--- src/rtl/bg_pe_pkg.sv ---
// Shared definitions for the bg_pe_stream background-removal PE: one-hot state
// encoding, default channel width and the pixel-slice helper.
package bg_pe_pkg;

    localparam int DEFAULT_CH_W = 8;

    // Widest window/channel the slice helper can address.
    localparam int MAX_BUS_W = 512;
    localparam int MAX_CH_W  = 16;

    localparam logic [6:0] ST_INI      = 7'b0000001;
    localparam logic [6:0] ST_SUM_INI  = 7'b0000010;
    localparam logic [6:0] ST_SUM      = 7'b0000100;
    localparam logic [6:0] ST_SUM_DONE = 7'b0001000;
    localparam logic [6:0] ST_BG_INI   = 7'b0010000;
    localparam logic [6:0] ST_BG       = 7'b0100000;
    localparam logic [6:0] ST_BG_DONE  = 7'b1000000;

    // Returns channel value of pixel k from a packed window (pixel k at [k*ch_w +: ch_w]).
    function automatic logic [MAX_CH_W-1:0] pix_slice(input logic [MAX_BUS_W-1:0] bus,
                                                      input int unsigned k,
                                                      input int unsigned ch_w);
        logic [MAX_CH_W-1:0] mask;
        mask = MAX_CH_W'((32'd1 << ch_w) - 32'd1);
        return MAX_CH_W'(bus >> (k * ch_w)) & mask;
    endfunction

endpackage

--- src/rtl/bg_pe_stream_if.sv ---
// Host <-> PE bundle for bg_pe_stream: Start/Ack handshake, pixel windows,
// removal parameters, results and one-hot state flags.
interface bg_pe_stream_if
    import bg_pe_pkg::*;
#(
    parameter int NUM_PIXELS = 4,
    parameter int CH_W       = DEFAULT_CH_W
);
    localparam int IDX_W = $clog2(NUM_PIXELS);
    localparam int SUM_W = CH_W + IDX_W;
    localparam int BUS_W = CH_W * NUM_PIXELS;

    // Start_* are levels sampled only in INI; Ack releases a DONE state on the edge it is seen.
    logic             Start_Sum;
    logic             Start_BgRemoval;
    logic             Ack;
    logic [BUS_W-1:0] red_in, green_in, blue_in;
    logic [CH_W-1:0]  red_exp, green_exp, blue_exp;
    logic [CH_W+1:0]  threshold;
    logic [CH_W-1:0]  desired_bg_r, desired_bg_g, desired_bg_b;

    logic [BUS_W-1:0] red_out, green_out, blue_out;
    logic [SUM_W-1:0] red_sum, green_sum, blue_sum;
    logic [CH_W-1:0]  red_mean, green_mean, blue_mean;
    logic             Qi, Qsi, Qs, Qsd, Qbgi, Qbg, Qbgd;

    modport master (
        output Start_Sum, Start_BgRemoval, Ack,
        output red_in, green_in, blue_in, red_exp, green_exp, blue_exp,
        output threshold, desired_bg_r, desired_bg_g, desired_bg_b,
        input  red_out, green_out, blue_out, red_sum, green_sum, blue_sum,
        input  red_mean, green_mean, blue_mean,
        input  Qi, Qsi, Qs, Qsd, Qbgi, Qbg, Qbgd
    );

    modport slave (
        input  Start_Sum, Start_BgRemoval, Ack,
        input  red_in, green_in, blue_in, red_exp, green_exp, blue_exp,
        input  threshold, desired_bg_r, desired_bg_g, desired_bg_b,
        output red_out, green_out, blue_out, red_sum, green_sum, blue_sum,
        output red_mean, green_mean, blue_mean,
        output Qi, Qsi, Qs, Qsd, Qbgi, Qbg, Qbgd
    );

endinterface

--- src/rtl/bg_pixel_match.sv ---
// Combinational background-colour match for one pixel.
// Build option: BG_MANHATTAN_EN selects the summed-distance rule instead of per-channel.
module bg_pixel_match
    import bg_pe_pkg::*;
#(
    parameter int CH_W = DEFAULT_CH_W
) (
    input  logic [CH_W-1:0] pix_r_i,
    input  logic [CH_W-1:0] pix_g_i,
    input  logic [CH_W-1:0] pix_b_i,
    input  logic [CH_W-1:0] exp_r_i,
    input  logic [CH_W-1:0] exp_g_i,
    input  logic [CH_W-1:0] exp_b_i,
    input  logic [CH_W+1:0] thr_i,
    output logic            match_o
);

    function automatic logic [CH_W-1:0] abs_diff(input logic [CH_W-1:0] a,
                                                 input logic [CH_W-1:0] b);
        return (a >= b) ? (a - b) : (b - a);
    endfunction

    logic [CH_W-1:0] d_r, d_g, d_b;

    assign d_r = abs_diff(pix_r_i, exp_r_i);
    assign d_g = abs_diff(pix_g_i, exp_g_i);
    assign d_b = abs_diff(pix_b_i, exp_b_i);

`ifdef BG_MANHATTAN_EN
    // Two extra bits hold the sum of three CH_W-bit differences without overflow.
    logic [CH_W+1:0] dist;

    assign dist    = {2'b00, d_r} + {2'b00, d_g} + {2'b00, d_b};
    assign match_o = (dist <= thr_i);
`else
    assign match_o = ({2'b00, d_r} <= thr_i) &&
                     ({2'b00, d_g} <= thr_i) &&
                     ({2'b00, d_b} <= thr_i);
`endif

endmodule

--- src/rtl/bg_pe_stream.sv ---
// Parametrised background-removal PE: per-channel sum/mean phase and removal phase,
// one pixel per clock. Build option: BG_MANHATTAN_EN (match rule, see bg_pixel_match).
module bg_pe_stream
    import bg_pe_pkg::*;
#(
    parameter int NUM_PIXELS = 4,
    parameter int CH_W       = DEFAULT_CH_W
) (
    input logic           Clk,
    input logic           Reset,
    bg_pe_stream_if.slave bus
);

    localparam int IDX_W = $clog2(NUM_PIXELS);
    localparam int SUM_W = CH_W + IDX_W;
    localparam int BUS_W = CH_W * NUM_PIXELS;

    logic [6:0]       state_q, state_d;
    logic [IDX_W-1:0] idx_q, idx_d;
    logic             last_idx;

    logic [BUS_W-1:0] in_r_q, in_g_q, in_b_q;
    logic [BUS_W-1:0] out_r_q, out_g_q, out_b_q;
    logic [SUM_W-1:0] sum_r_q, sum_g_q, sum_b_q;
    logic [CH_W-1:0]  exp_r_q, exp_g_q, exp_b_q;
    logic [CH_W-1:0]  des_r_q, des_g_q, des_b_q;
    logic [CH_W+1:0]  thr_q;

    logic [CH_W-1:0]  cur_r, cur_g, cur_b;
    logic             cur_match;

    assign last_idx = (idx_q == IDX_W'(NUM_PIXELS - 1));

    assign cur_r = CH_W'(pix_slice(MAX_BUS_W'(in_r_q), 32'(idx_q), CH_W));
    assign cur_g = CH_W'(pix_slice(MAX_BUS_W'(in_g_q), 32'(idx_q), CH_W));
    assign cur_b = CH_W'(pix_slice(MAX_BUS_W'(in_b_q), 32'(idx_q), CH_W));

    bg_pixel_match #(.CH_W(CH_W)) u_match (
        .pix_r_i (cur_r),
        .pix_g_i (cur_g),
        .pix_b_i (cur_b),
        .exp_r_i (exp_r_q),
        .exp_g_i (exp_g_q),
        .exp_b_i (exp_b_q),
        .thr_i   (thr_q),
        .match_o (cur_match)
    );

    always_comb begin
        state_d = state_q;
        idx_d   = idx_q;
        case (state_q)
            ST_INI: begin
                // Sum wins when both starts are requested together.
                if (bus.Start_Sum)            state_d = ST_SUM_INI;
                else if (bus.Start_BgRemoval) state_d = ST_BG_INI;
            end
            ST_SUM_INI: begin
                idx_d   = '0;
                state_d = ST_SUM;
            end
            ST_SUM: begin
                idx_d = last_idx ? '0 : idx_q + IDX_W'(1);
                if (last_idx) state_d = ST_SUM_DONE;
            end
            ST_SUM_DONE: if (bus.Ack) state_d = ST_INI;
            ST_BG_INI: begin
                idx_d   = '0;
                state_d = ST_BG;
            end
            ST_BG: begin
                idx_d = last_idx ? '0 : idx_q + IDX_W'(1);
                if (last_idx) state_d = ST_BG_DONE;
            end
            ST_BG_DONE: if (bus.Ack) state_d = ST_INI;
            default: begin
                state_d = ST_INI;
                idx_d   = '0;
            end
        endcase
    end

    always_ff @(posedge Clk or posedge Reset) begin
        if (Reset) begin
            state_q <= ST_INI;
            idx_q   <= '0;
            in_r_q  <= '0;
            in_g_q  <= '0;
            in_b_q  <= '0;
            out_r_q <= '0;
            out_g_q <= '0;
            out_b_q <= '0;
            sum_r_q <= '0;
            sum_g_q <= '0;
            sum_b_q <= '0;
            exp_r_q <= '0;
            exp_g_q <= '0;
            exp_b_q <= '0;
            des_r_q <= '0;
            des_g_q <= '0;
            des_b_q <= '0;
            thr_q   <= '0;
        end else begin
            state_q <= state_d;
            idx_q   <= idx_d;
            case (state_q)
                ST_INI: begin
                    if (state_d != ST_INI) begin
                        in_r_q <= bus.red_in;
                        in_g_q <= bus.green_in;
                        in_b_q <= bus.blue_in;
                    end
                end
                ST_SUM_INI: begin
                    sum_r_q <= '0;
                    sum_g_q <= '0;
                    sum_b_q <= '0;
                end
                ST_SUM: begin
                    sum_r_q <= sum_r_q + SUM_W'(cur_r);
                    sum_g_q <= sum_g_q + SUM_W'(cur_g);
                    sum_b_q <= sum_b_q + SUM_W'(cur_b);
                end
                ST_BG_INI: begin
                    exp_r_q <= bus.red_exp;
                    exp_g_q <= bus.green_exp;
                    exp_b_q <= bus.blue_exp;
                    thr_q   <= bus.threshold;
                    des_r_q <= bus.desired_bg_r;
                    des_g_q <= bus.desired_bg_g;
                    des_b_q <= bus.desired_bg_b;
                end
                ST_BG: begin
                    out_r_q[int'(idx_q) * CH_W +: CH_W] <= cur_match ? des_r_q : cur_r;
                    out_g_q[int'(idx_q) * CH_W +: CH_W] <= cur_match ? des_g_q : cur_g;
                    out_b_q[int'(idx_q) * CH_W +: CH_W] <= cur_match ? des_b_q : cur_b;
                end
                default: ;
            endcase
        end
    end

    assign bus.red_out    = out_r_q;
    assign bus.green_out  = out_g_q;
    assign bus.blue_out   = out_b_q;
    assign bus.red_sum    = sum_r_q;
    assign bus.green_sum  = sum_g_q;
    assign bus.blue_sum   = sum_b_q;
    assign bus.red_mean   = CH_W'(sum_r_q >> IDX_W);
    assign bus.green_mean = CH_W'(sum_g_q >> IDX_W);
    assign bus.blue_mean  = CH_W'(sum_b_q >> IDX_W);

    assign bus.Qi   = state_q[0];
    assign bus.Qsi  = state_q[1];
    assign bus.Qs   = state_q[2];
    assign bus.Qsd  = state_q[3];
    assign bus.Qbgi = state_q[4];
    assign bus.Qbg  = state_q[5];
    assign bus.Qbgd = state_q[6];

endmodule

--- src/flat_wrapper.sv ---
// flat-port wrapper written by rule: the top's interface ports become plain ports
module bg_pe_stream_flat import bg_pe_pkg::*;
#(
    parameter int NUM_PIXELS = 4,
    parameter int CH_W       = DEFAULT_CH_W
)
  (Clk, Reset, bus_Start_Sum, bus_Start_BgRemoval, bus_Ack, bus_red_in, bus_green_in, bus_blue_in, bus_red_exp, bus_green_exp, bus_blue_exp, bus_threshold, bus_desired_bg_r, bus_desired_bg_g, bus_desired_bg_b, bus_red_out, bus_green_out, bus_blue_out, bus_red_sum, bus_green_sum, bus_blue_sum, bus_red_mean, bus_green_mean, bus_blue_mean, bus_Qi, bus_Qsi, bus_Qs, bus_Qsd, bus_Qbgi, bus_Qbg, bus_Qbgd);
  bg_pe_stream_if #(.NUM_PIXELS(NUM_PIXELS), .CH_W(CH_W)) bus_i ();
  input logic Clk;
  input logic Reset;
  input wire logic [$bits(bus_i.Start_Sum)-1:0] bus_Start_Sum;
  input wire logic [$bits(bus_i.Start_BgRemoval)-1:0] bus_Start_BgRemoval;
  input wire logic [$bits(bus_i.Ack)-1:0] bus_Ack;
  input wire logic [$bits(bus_i.red_in)-1:0] bus_red_in;
  input wire logic [$bits(bus_i.green_in)-1:0] bus_green_in;
  input wire logic [$bits(bus_i.blue_in)-1:0] bus_blue_in;
  input wire logic [$bits(bus_i.red_exp)-1:0] bus_red_exp;
  input wire logic [$bits(bus_i.green_exp)-1:0] bus_green_exp;
  input wire logic [$bits(bus_i.blue_exp)-1:0] bus_blue_exp;
  input wire logic [$bits(bus_i.threshold)-1:0] bus_threshold;
  input wire logic [$bits(bus_i.desired_bg_r)-1:0] bus_desired_bg_r;
  input wire logic [$bits(bus_i.desired_bg_g)-1:0] bus_desired_bg_g;
  input wire logic [$bits(bus_i.desired_bg_b)-1:0] bus_desired_bg_b;
  output wire logic [$bits(bus_i.red_out)-1:0] bus_red_out;
  output wire logic [$bits(bus_i.green_out)-1:0] bus_green_out;
  output wire logic [$bits(bus_i.blue_out)-1:0] bus_blue_out;
  output wire logic [$bits(bus_i.red_sum)-1:0] bus_red_sum;
  output wire logic [$bits(bus_i.green_sum)-1:0] bus_green_sum;
  output wire logic [$bits(bus_i.blue_sum)-1:0] bus_blue_sum;
  output wire logic [$bits(bus_i.red_mean)-1:0] bus_red_mean;
  output wire logic [$bits(bus_i.green_mean)-1:0] bus_green_mean;
  output wire logic [$bits(bus_i.blue_mean)-1:0] bus_blue_mean;
  output wire logic [$bits(bus_i.Qi)-1:0] bus_Qi;
  output wire logic [$bits(bus_i.Qsi)-1:0] bus_Qsi;
  output wire logic [$bits(bus_i.Qs)-1:0] bus_Qs;
  output wire logic [$bits(bus_i.Qsd)-1:0] bus_Qsd;
  output wire logic [$bits(bus_i.Qbgi)-1:0] bus_Qbgi;
  output wire logic [$bits(bus_i.Qbg)-1:0] bus_Qbg;
  output wire logic [$bits(bus_i.Qbgd)-1:0] bus_Qbgd;
  assign bus_i.Start_Sum = bus_Start_Sum;
  assign bus_i.Start_BgRemoval = bus_Start_BgRemoval;
  assign bus_i.Ack = bus_Ack;
  assign bus_i.red_in = bus_red_in;
  assign bus_i.green_in = bus_green_in;
  assign bus_i.blue_in = bus_blue_in;
  assign bus_i.red_exp = bus_red_exp;
  assign bus_i.green_exp = bus_green_exp;
  assign bus_i.blue_exp = bus_blue_exp;
  assign bus_i.threshold = bus_threshold;
  assign bus_i.desired_bg_r = bus_desired_bg_r;
  assign bus_i.desired_bg_g = bus_desired_bg_g;
  assign bus_i.desired_bg_b = bus_desired_bg_b;
  assign bus_red_out = bus_i.red_out;
  assign bus_green_out = bus_i.green_out;
  assign bus_blue_out = bus_i.blue_out;
  assign bus_red_sum = bus_i.red_sum;
  assign bus_green_sum = bus_i.green_sum;
  assign bus_blue_sum = bus_i.blue_sum;
  assign bus_red_mean = bus_i.red_mean;
  assign bus_green_mean = bus_i.green_mean;
  assign bus_blue_mean = bus_i.blue_mean;
  assign bus_Qi = bus_i.Qi;
  assign bus_Qsi = bus_i.Qsi;
  assign bus_Qs = bus_i.Qs;
  assign bus_Qsd = bus_i.Qsd;
  assign bus_Qbgi = bus_i.Qbgi;
  assign bus_Qbg = bus_i.Qbg;
  assign bus_Qbgd = bus_i.Qbgd;
  bg_pe_stream #(.NUM_PIXELS(NUM_PIXELS), .CH_W(CH_W)) u_core (.Clk(Clk), .Reset(Reset), .bus(bus_i));
endmodule
--- config.mk ---
export PLATFORM = sky130hd
export DESIGN_NAME = bg_pe_stream_flat
export DESIGN_NICKNAME = d
export VERILOG_FILES = /design/src/rtl/bg_pe_pkg.sv /design/src/rtl/bg_pe_stream_if.sv /design/src/rtl/bg_pixel_match.sv /design/src/rtl/bg_pe_stream.sv /design/src/flat_wrapper.sv
export SDC_FILE = /design/constraint.sdc
export NUM_CORES = 1
export LEC_CHECK = 0
export ABC_AREA = 1
export CAP_MARGIN = 30
export CORE_MARGIN = 2
export CORE_UTILIZATION = 53
export DETAILED_ROUTE_END_ITERATION = 16
export GPL_TIMING_DRIVEN = 0
export PLACE_DENSITY = 0.8
export SYNTH_ARGS = -nofsm -noshare
export SYNTH_HDL_FRONTEND = slang
export SYNTH_SLANG_ARGS = --single-unit
--- constraint.sdc ---
create_clock -name Clk -period 13.18 [get_ports Clk]
set_input_delay 2.636 -clock Clk [delete_from_list [all_inputs] [get_ports Clk]]
set_output_delay 2.636 -clock Clk [all_outputs]
set_load 0.02 [all_outputs]
==> Implementation_results.wiki <==
{| class="wikitable"
! Metric !! Value
|-
| Signed area change from the synthesized netlist to the final layout || 29.20%
|-
| Crit Path Class || flip-flop to flip-flop
|-
| Max-Cap Viols || 0
|-
| Dominant cell type by area after synthesis || dfrtp_1
|-
| Number of enable-type register cells in the synthesized netlist || 0
|-
| Total cell area at the placement stage || 0.02000 mm2
|-
| Number of violations reported at the end of detailed-routing iteration 0 || 1423
|-
| Share of the clock period used by the worst path || 50.07%
|-
| Synth cell types || 42
|-
| Dominant synthesized flop cell || dfrtp_1
|-
| Count of nets after finishing || 2683
|-
| Max Clk Rate || 0.1515 GHz
|-
| Longest Clk Path Bufs || 3
|-
| Slew headroom || 16.29%
|-
| Clock Latency Late Sink || 0.59 ns
|-
| Vias in the first global route || 15.12k
|-
| Quantity of gates resized following cts || 0
|-
| Post-Layout Inst Area || 0.02103 mm2
|-
| Worst hold path startpoint || u_core.bus.green_out[22]
|-
| Final count of negative-setup-slack endpoints || 0
|-
| Critical path launch point || u_core.idx_q[1]
|-
| Leakage || 10.71 nW
|-
| Level count of the clock H-tree || 1
|-
| Pre-CTS setup slack || 6.841 ns
|-
| Hold Violations, Final || 0
|-
| Largest cells by area after synthesis || dfrtp_1 44%, nand2_1 16%, ha_1 7.6%, inv_1 5.7%, o21ai_0 3.9%
|-
| Worst hold-check path type || flip-flop to flip-flop
|-
| Sum of overflow across all layers after global routing || 0
|-
| Post CTS Setup Buffer Count || 0
|-
| Wire length per cell after detailed routing || 18.61 um
|-
| Initial Utilization || 53.49%
|-
| Post-detailed-routing wire length || 52.76 mm
|-
| HPWL after DPL || 39.65 mm
|-
| Ratio of cells with drive above 1 in the final layout || 5.004%
|-
| Clk sink count || 289
|-
| RSZ-0062 raised after global routing || false
|-
| Die Footprint || 0.03213 mm2
|-
| Total power density per cell area || 288.6 mW/mm2
|-
| Vias after detailed routing || 15.82k
|-
| Status || complete, no violations
|-
| Global-route wire length before repair || 80.83 mm
|-
| Syn Nets || 2332
|-
| Required time of the worst setup path || 13.71 ns
|-
| Critical path capture point type || flip-flop
|-
| Launch point of the worst reg-to-reg path || u_core.idx_q[1]
|-
| Minimum period implied by the final worst setup slack || 6.600 ns
|-
| Worst setup slack after layout || 6.580 ns
|-
| Final core area utilization || 69.11%
|-
| Most numerous cell in the Yosys netlist || nand2_1
|-
| Site row count || 64
|-
| Clock tree root buffer cell || clkbuf_16
|-
| Chip width || 179.2 um
|-
| TritonCTS Buffers || 30
|-
| Fill cells || 2454
|-
| DRC violation count after routing || 0
|-
| Clock-pin slew on the worst setup and hold paths || 0.06 ns
|-
| IO Pins || 316
|-
| Post-synthesis register bit count || 289
|-
| Total Power || 0.006068 W
|-
| Mapped Cells || 2065
|-
| Count of hold-fix buffers inserted at cts || 0
|-
| TritonCTS clock tree || yes
|-
| Sequential element share of the synthesized area || 44.44%
|-
| Number of pins with negative max-slew slack in the final report || 0
|-
| Antenna violations before repair || 0
|-
| Post-synthesis instance area || 0.01628 mm2
|-
| Clock tree skew after final layout || 0.02516 ns
|-
| Buffers on Ports || 315
|-
| Core footprint || 0.03043 mm2
|-
| Pin count of the biggest net entering global routing || 112
|-
| IR Drop Worst-Case VDD || 147.6 uV
|-
| Post-synthesis async set-or-reset flop share || 100.0%
|-
| Commonest cells post-synth || 679 x nand2_1, 288 x dfrtp_1, 249 x inv_1, 128 x o21ai_0, 99 x ha_1
|-
| Mean post-synth cell area || 7.882 um2
|-
| Data arrival time of the critical path || 7.13 ns
|-
| First-pass detailed-route iteration total || 8
|-
| Vert. Die Dim || 179.2 um
|-
| Weighted congestion at the end of routability-driven global placement || 0.9370
|-
| Area share of the leading cell type in the synthesized netlist || 44.28%
|-
| Detail-routed via count per cell || 5.581
|-
| Slew at the pin with the worst max-slew slack || 1.256 ns
|-
| Total global-route track usage || 32.53%
|-
| Yosys warnings || 0
|-
| Peak fanout along the critical path || 12
|-
| ANT nets after route || 0
|-
| CP startpoint kind || flip-flop
|}
## cells by family after synthesis
kind of cell | count (synthesis) | share of synthesized area [%]
xor gates and xnor gates | 41 | 2.206
AOI/OAI and AO/OA | 369 | 12.57
buffers and inverters | 379 | 9.678
and+or+nand+nor | 879 | 22.39
DFF | 289 | 44.44
adders and majority gates | 108 | 8.717
## state kept, by name, indices dropped and copies added (netlist names), 10 cells and up
name / count
u_core.in_r_q: 32
u_core.thr_q: 10
u_core.bus.blue_sum: 10
u_core.bus.green_out: 32
u_core.bus.red_out: 32
u_core.bus.red_sum: 10
u_core.in_g_q: 32
u_core.in_b_q: 32
u_core.bus.green_sum: 10
u_core.bus.blue_out: 32
## metal layers
metal	part of all wire [%]	track usage, %
met1	40	43.61
met2	46	52.33
met3	9.5	5.725
met4	4.3	13.27
met5	0	0
## through the flow
step	std cells	hold slack, ns	TNS (ns)
2_1_floorplan	2065	0.4489	0
3_5_place_dp	2780	0.4646	0
5_1_grt	2834	0.4926	0
3_3_place_gp	2776	0.4626	-240.50
6_report	2835	0.4800	0
4_1_cts	2834	0.4811	0
## report_power, final
part / switching, W / total, W / internal, W
sequential: 0.000198 / 0.00138 / 0.00119
clock: 0.000368 / 0.000885 / 0.000517
combinational: 0.00249 / 0.00380 / 0.00131
total: 0.00306 / 0.00607 / 0.00301
## worst max-delay path, cell delays in order, from the launching register on
cell      delay, ns
dfrtp_1        0.49
inv_1          0.11
clkbuf_1       0.39
buf_1          0.63
o21ai_0        0.22
o22ai_1        0.84
ha_1           0.44
nand2_1        0.13
nor2_1         0.06
a211oi_1       0.28
nand3_1        0.38
inv_1          0.31
nand2_1        0.08
nand2_1        0.08
inv_1          0.05
ha_1           0.28
nand2_1        0.06
nor2_1         0.20
nand3_1        0.10
nand3_1        0.10
nand2_1        0.18
nand3_1        0.26
buf_2          0.24
nand2_1        0.11
nand2_1        0.26
nand4_1        0.16
nand2_1        0.09
## layout by cell type (no fill, tap or decap), types with 5 or more instances in the layout
cell             instances
inv_2                    5
nand4_1                 88
fa_1                     9
clkbuf_8                 7
a21o_1                   5
inv_1                  248
xor2_1                  27
a32oi_1                 21
buf_4                   36
buf_1                   15
clkbuf_16               30
a22o_1                   6
o21ai_0                128
nand2_1                679
clkdlybuf4s50_1        315
xnor2_1                 14
dfrtp_1                288
o221ai_1                 6
nand3_1                 54
o22ai_1                  6
o21ai_1                 96
a21oi_1                 80
clkbuf_1                62
o211ai_1                 5
clkinv_2                 6
buf_2                   20
nor3_1                   6
ha_1                    99
nor2_1                  42
## cell type report
class / count / area [um2] / area share, %
Clock inverter: 10 / 150.1 / 0.7140
Timing Repair Buffer: 319 / 3223 / 15.33
Clock buffer: 44 / 873.3 / 4.153
Antenna cell: 1 / 2.502 / 0.01190
Multi-Input combinational cell: 1397 / 7468 / 35.51
Tap cell: 396 / 495.5 / 2.356
Buffer: 124 / 618.1 / 2.939
Sequential cell: 289 / 7233 / 34.40
Inverter: 255 / 964.7 / 4.587
## path summary, 6_finish.rpt
kind	to	slack, ns	cells after the start
setup / recovery	u_core.bus.blue_out[8]	6.58	26
min in group asynchronous	u_core.in_b_q[23]	2.60	2
setup reg to reg	u_core.bus.blue_out[8]	6.58	26
max in group asynchronous	u_core.thr_q[7]	9.59	3
hold reg to reg	u_core.bus.green_out[22]	0.48	2
hold / removal	u_core.bus.green_out[22]	0.48	2
Power figures use the tool's default switching activity.
